**src/rtl/pause_fade_ctl.sv**
```systemverilog
// Pause merger and idle-fade video dimmer for arcade cores (clk_sys domain).
// Merges user/OSD/subsystem pause into one CPU gate, then fades RGB down in shift steps.
module pause_fade_ctl #(
  parameter int RW          = 3,
  parameter int GW          = 3,
  parameter int BW          = 2,
  parameter int NREQ        = 2,
  parameter int CLK_HZ      = 12000000,
  parameter int DIM_SEC     = 10,
  parameter int DIM_SHIFT   = 2,
  parameter int STEP_CYCLES = 1200000,
  localparam int CW         = RW + GW + BW,
  localparam int DLW        = (DIM_SHIFT >= 1) ? $clog2(DIM_SHIFT + 1) : 1
) (
  input  logic            clk_sys,
  input  logic            reset,
  input  logic            user_button,
  input  logic [NREQ-1:0] pause_req,
  input  logic            osd_status,
  input  logic [1:0]      options,
  input  logic [CW-1:0]   rgb_in,
  output logic            pause_cpu,
  output logic [CW-1:0]   rgb_out,
  output logic [DLW-1:0]  dim_level
);

  localparam int IDLE_TC = CLK_HZ * DIM_SEC;
  localparam int IW      = (IDLE_TC > 1) ? $clog2(IDLE_TC) : 1;
  localparam int SW      = (STEP_CYCLES > 1) ? $clog2(STEP_CYCLES) : 1;

  localparam logic [IW-1:0]  IDLE_TERM = IW'(IDLE_TC - 1);
  localparam logic [IW-1:0]  IDLE_PEN  = IW'((IDLE_TC >= 2) ? IDLE_TC - 2 : 0);
  localparam logic [SW-1:0]  STEP_TERM = SW'(STEP_CYCLES - 1);
  localparam logic [DLW-1:0] DIM_MAX   = DLW'(DIM_SHIFT);

  typedef enum logic [1:0] {S_RUN, S_WAIT, S_FADE, S_DIMMED} state_t;

  state_t         r_state;
  logic           r_btn_prev;
  logic           r_user_pause;
  logic           r_pause_cpu;
  logic [IW-1:0]  r_idle;
  logic [SW-1:0]  r_step;
  logic [DLW-1:0] r_dim_level;
  logic [CW-1:0]  r_rgb;

  logic           w_btn_rise;
  logic           w_dim_on;
  logic           w_idle_done;
  logic [RW-1:0]  w_r;
  logic [GW-1:0]  w_g;
  logic [BW-1:0]  w_b;

  assign w_btn_rise = user_button & ~r_btn_prev;
  assign w_dim_on   = r_pause_cpu & options[1];
  // The last idle increment lands on the same edge that enters the fade.
  assign w_idle_done = ((r_state == S_WAIT) && (r_idle == IDLE_PEN)) ||
                       ((r_state == S_RUN) && (IDLE_TC <= 1));

  always_ff @(posedge clk_sys or posedge reset) begin
    if (reset) begin
      r_btn_prev   <= 1'b0;
      r_user_pause <= 1'b0;
      r_pause_cpu  <= 1'b0;
    end else begin
      r_btn_prev <= user_button;
      if (w_btn_rise) r_user_pause <= ~r_user_pause;
      r_pause_cpu <= r_user_pause | (|pause_req) | (options[0] & osd_status);
    end
  end

  always_ff @(posedge clk_sys or posedge reset) begin
    if (reset) begin
      r_state     <= S_RUN;
      r_idle      <= '0;
      r_step      <= '0;
      r_dim_level <= '0;
    end else if (!w_dim_on) begin
      r_state     <= S_RUN;
      r_idle      <= '0;
      r_step      <= '0;
      r_dim_level <= '0;
    end else begin
      case (r_state)
        S_RUN, S_WAIT: begin
          if (w_idle_done) begin
            r_idle      <= IDLE_TERM;
            r_step      <= '0;
            r_dim_level <= DLW'(1);
            r_state     <= (DIM_SHIFT == 1) ? S_DIMMED : S_FADE;
          end else if (r_state == S_RUN) begin
            r_state <= S_WAIT;
          end else begin
            r_idle <= r_idle + 1'b1;
          end
        end
        S_FADE: begin
          if (r_step == STEP_TERM) begin
            r_step      <= '0;
            r_dim_level <= r_dim_level + 1'b1;
            if (r_dim_level + 1'b1 == DIM_MAX) r_state <= S_DIMMED;
          end else begin
            r_step <= r_step + 1'b1;
          end
        end
        default: r_dim_level <= DIM_MAX;
      endcase
    end
  end

  assign w_r = rgb_in[CW-1 -: RW];
  assign w_g = rgb_in[BW +: GW];
  assign w_b = rgb_in[BW-1:0];

  // Per-field shifts keep each channel zero-filled with no bleed between fields.
  always_ff @(posedge clk_sys or posedge reset) begin
    if (reset) r_rgb <= '0;
    else       r_rgb <= {w_r >> r_dim_level, w_g >> r_dim_level, w_b >> r_dim_level};
  end

  assign pause_cpu = r_pause_cpu;
  assign rgb_out   = r_rgb;
  assign dim_level = r_dim_level;

endmodule

```
**config.mk**
```make
export PLATFORM = sky130hd
export DESIGN_NAME = pause_fade_ctl
export DESIGN_NICKNAME = d
export VERILOG_FILES = /design/src/rtl/pause_fade_ctl.sv
export SDC_FILE = /design/constraint.sdc
export NUM_CORES = 1
export LEC_CHECK = 0
export BUFFER_PORTS_ARGS = -buffer_cell sky130_fd_sc_hd__buf_2
export CAP_MARGIN = 0
export CORE_AREA = 2 2 95 97
export DETAILED_ROUTE_END_ITERATION = 7
export DIE_AREA = 0 0 97 99
export HOLD_SLACK_MARGIN = 0.12
export PLACE_DENSITY = 0.62
export SYNTH_ARGS = -nofsm -noshare
export SYNTH_HDL_FRONTEND = slang
export SYNTH_SLANG_ARGS = --single-unit
```
**constraint.sdc**
```tcl
create_clock -name clk_sys -period 2.8 [get_ports clk_sys]
set_input_delay 0.56 -clock clk_sys [delete_from_list [all_inputs] [get_ports clk_sys]]
set_output_delay 0.56 -clock clk_sys [all_outputs]
set_load 0.02 [all_outputs]
```
# Word level (Yosys, flattened, before mapping)
# Cells that the tools add are included.
# word_totals
ff_bits	63
out_inout_bits	11
elab_cells	59
# classes
addsub	3
eq_ne	12
shift	3
muxes	18
bitwise_logic	7
reduce_logical	8
# ops
operator	n
2-to-1 mux 27 bit	4
2-to-1 mux 21 bit	3
one-hot mux 21 bit (2 select lines)	1
adder 27 x 1 -> 27 bit, second input constant	1
== test 27 bit, second input constant	1
adder 21 x 1 -> 21 bit, second input constant	1
== test 21 bit, second input constant	1
2-to-1 mux 2 bit	8
!= test 3 bit, second input constant	4
one-hot mux 2 bit (2 select lines)	2
AND reduction 2 bit	3
right shift 3 x 2 -> 3 bit	2
== test 2 bit, second input constant	2
!= test 4 bit, second input constant	1
AND reduction 4 bit	1
OR reduction 2 bit	2
bitwise AND 1 bit	3
!= test 3 x 1 -> 1 bit, second input constant	1
adder 2 x 1 -> 2 bit, second input constant	1
== test 2 x 1 -> 1 bit, second input constant	1
logical NOT 2 bit	1
!= test 2 x 1 -> 1 bit, second input constant	1
inverter 1 bit	2
bitwise OR 1 bit	2
other kinds (2)	2

# Longest topological paths before layout
# logic_depth
depth_word	6
mapped_depth	9

# Worst setup path after synthesis
# Ideal clock, no wire load.
# synth_path
path_kind	register -> register
from	register r_step[13]
to	register r_step[18]
setup_time_ns	0.139
t_arrival_ns	1.949
t_required_ns	2.661
setup_slack_ns	0.712
stages_incl_launch_ff	9
synth_period_minus_slack_ns	2.088
cell_sequence	dfrtp_1 -> buf_6 -> or4b_4 -> nor4_4 -> a21oi_1 -> buf_4 -> buf_2 -> a31oi_1 -> a31oi_1
# synth_via
elab_chain_len	4
word_cells_on_any_way	5
classes_between	add/sub (1); eq/ne (1); mux (3)
# synth_lines
item	line_no	rtl
start, declared	43	logic [SW-1:0] r_step;
start signal, assigned	103	r_step <= r_step + 1'b1;
adder 21 x 1 -> 21 bit / == test 21 bit (equally long branches)	103, 98	
2-to-1 mux 21 bit *	98	if (r_step == STEP_TERM) begin
one-hot mux 21 bit (2 select lines) *	84	case (r_state)
2-to-1 mux 21 bit *	78	end else if (!w_dim_on) begin
# Mark *: on every way between the ends. The rest lies on a longest branch, timed or not.
# A chain may end at the register's enable or synchronous reset.

# Final worst setup path
# layout_path
from	register r_idle[0]
to	register r_idle[10]
# layout_via
elab_chain_len	5
word_cells_on_any_way	9
classes_between	add/sub (1); eq/ne (2); mux (4); reduce/logical (2)
# layout_lines
item	line_no	rtl
start, declared	42	logic [IW-1:0] r_idle;
start signal, assigned	94	r_idle <= r_idle + 1'b1;
adder 27 x 1 -> 27 bit / == test 27 bit (equally long branches)	94, 57	
2-to-1 mux 27 bit / logical AND 1 bit (equally long branches)	91, 57	
2-to-1 mux 27 bit	86	if (w_idle_done) begin
2-to-1 mux 27 bit	84	
2-to-1 mux 27 bit	78	
# Parallel ways exist; a longest one is shown, timed or not. The select of a mux whose other input is x is not followed.

==> run_results.csv <==
group,metric,value,unit
worst_hold_path,hp-class,"in -> async",
synth,yosysMostFrequentCell,"dfrtp_1",
synth,ys_ff_latch,63,
routing,drt.antenna.violating_nets,0,
synth,yosys.area.top_type,"dfrtp_1",
floorplan,fp.coreArea,8550,µm²
placement,gp_congestion,0.854,
clock_network,ctsHoldBuffers,0,
status,status,"complete, no violations",
power,vdd_drop_max,0.000267,V
finish,drive_above_1_share,0.167,
sta,finalCriticalPeriod,2.44,ns
routing,drc,0,
routing,dr.first_iter.drc_count,219,
finish,diodes,0,
floorplan,die_y,99,µm
setup_path,worst_setup_path_end_kind,"flop",
sta,fin_tns_setup,0,ns
floorplan,io_pins,27,
sta,rsz0062_at_grt,"false",
routing,wl,8530,µm
synth,syn_nets,406,
synth,synth_seq_area_share,0.439,
finish,final_cell_area,4040,µm²
clock_network,cts_buffers,9,
floorplan,die_area,9600,µm²
setup_path,path_delay_family,"simple AND/OR/NAND/NOR gates",
clock_network,root_buffer,"clkbuf_8",
synth,synth.area.top_cells,"dfrtp_1, a31oi_1, o21ai_0, a21oi_1, nand3_1",
setup_path,slowest_stage,"nor2_1",
synth,syn_inst,386,
finish,area_delta_synth_final,12.5,%
grt,grt_pass1_wl,14300,µm
placement,numPortBuffers,26,
grt,antenna_found_initial,0,
floorplan,initial_core_util,0.420,
flow_run,cap_violations,0,
setup_path,critical_path_buf_inv_count,2,
power,power_density,482,nW/µm²
sta,fin_skew,0.00942,ns
placement,placed_area,3830,µm²
grt,grt_pass1_vias,2974,
sta,tightest_slew,0.737,ns
synth,async_flop_share,1.00,
placement,place_hpwl,5880,µm
clock_network,htreeDepth,3,
synth,yosys-mux-area-fraction,0.0195,
clock_network,cts_resized,0,
grt,track_usage,0.183,
synth,synth_fa_ha_area_frac,0.0139,
power,leakagePower,1.66,nW
clock_network,cts_tree,"built",
clock_network,clk_path_buf_depth,2,
setup_path,start_kind,"flop",
synth,synth_top_family_by_area,"simple AND/OR/NAND/NOR gates",
sta,slew_violations,0,
synth,synth_xor_area_frac,0.00488,
clock_network,clk_latency,0.35,ns
sta,max_slew_margin,0.504,
finish,fillers,797,
synth,yosysWarnings,0,
routing,drtPass1Iterations,5,
synth,ys_types,60,
sta,final-setup-viol-count,0,
clock_network,clkSinkCount,63,
grt,grt_overflow,0,
setup_path,required,3.05,ns
synth,synthFlopType,"dfrtp_1",
sta,final.period_utilization,0.873,
synth,yosys.area_share.simple,0.260,
finish,layout.nets,435,
synth,synth-edff-count,0,
synth,synthTopCellsByCount,"dfrtp_1, nand2_1, o21ai_0, a21oi_1, nand3_1",
setup_path,critPathArrivalTime,2.69,ns
setup_path,max_stage_delay,0.51,ns
synth,synth_compound_area_frac,0.209,
clock_network,clk_pin_slew,0.08,ns
routing,vias,3149,
sta,fmax,409,MHz
synth,synth_area_per_cell,9.30,µm²
floorplan,die-width,97,µm
setup_path,cp_max_fo,7,
routing,wl_per_cell,16.2,µm
clock_network,post_cts_buffers,0,
setup_path,path_class,"reg -> reg",
synth,synth_top_area_share,0.439,
synth,syn_area,3590,µm²
grt,grt_start_max_net_pins,37,
sta,hold_viol,0,
floorplan,fp-row-count,34,
routing,vias_per_cell,5.96,
setup_path,r2r_slack,0.36,ns
setup_path,path_cells,"inv_1 -> ha_1 -> nor4bb_1 -> nand4_1 -> nor2_1 -> buf_4 -> o21ai_0 -> a221oi_1",
-- logic make-up (layout without fill, tap and decap cells) --
group | after synthesis | after routing
flops | 63 | 63
xor+xnor | 2 | 2
compound gates | 115 | 115
simple gates | 157 | 157
buf+inv | 38 | 72
fa+ha+maj | 4 | 4
mux | 7 | 7
-- worst reg2reg max path: stages, from the launching register on --
cell and delay, ns:
dfrtp_1 0.44, inv_1 0.08, ha_1 0.18, nor4bb_1 0.28, nand4_1 0.23, nor2_1 0.51, buf_4 0.24, o21ai_0 0.09
a221oi_1 0.29
-- registers in the layout, summed over array words and instances (netlist names) --
name,count
r_idle,27
r_step,21
rgb_out,8
dim_level,2
r_state,2
pause_cpu,1
r_btn_prev,1
r_user_pause,1
-- report_power, final --
part	leakage, nW	internal, W	switching, W	total (W)
logic	0.719	0.0000561	0.000112	0.000168
registers	0.849	0.000931	0.0000184	0.000949
clock network	0.0947	0.000438	0.000392	0.000830
total	1.66	0.00142	0.000522	0.00195
-- metrics by stage --
stage / setup slack (ns) / util / cells / total power [W] / hold WS (ns)
after global routing: 0.113 / 0.473 / 528 / 0.00203 / 0.222
after global placement: 0.460 / 0.448 / 512 / 0.00114 / 0.475
after CTS: 0.384 / 0.473 / 528 / 0.00197 / 0.202
final: 0.356 / 0.473 / 528 / 0.00195 / 0.188
after detailed placement: 0.444 / 0.448 / 512 / 0.00114 / 0.484
after floorplan: 0.670 / - / 386 / 0.00107 / 0.447
-- cell usage in the layout (no fill, tap or decap), drive strengths merged, types with 11 or more instances in the layout --
master,n
nor2,23
dfrtp,63
inv,16
nand2,27
a21oi,24
buf,40
a31oi,23
and2,11
nand4,15
nand3,24
o21ai,27
-- layout make-up --
cell class | instances | area (µm²) | area share
multi-input cells | 285 | 1830 | 0.452
flip-flops and latches | 63 | 1580 | 0.390
repair buffers | 40 | 235 | 0.0582
clock buffers | 10 | 138 | 0.0341
well taps | 108 | 135 | 0.0334
clock inverters | 6 | 70.1 | 0.0173
inverters | 16 | 60.1 | 0.0149
-- worst paths after layout --
kind	cells after the start	endpoint	start
setup reg to reg	8	r_idle[10]	r_idle[0]
setup / recovery	8	r_idle[10]	r_idle[0]
hold reg to reg	1	r_user_pause	r_user_pause
min in group clk_sys	1	r_btn_prev	user_button
max in group asynchronous	3	r_idle[4]	reset
hold / removal	2	r_step[3]	reset
-- routing by layer --
metal / GRT usage / part of all wire / vias to the layer above
met5: 0 / 0 / -
met4: 0.0780 / 0.017 / 0
met3: 0.0404 / 0.048 / 15
met2: 0.291 / 0.46 / 88
met1: 0.242 / 0.47 / 1523
li1: - / - / 1523
(Power assumes the default switching activity.)
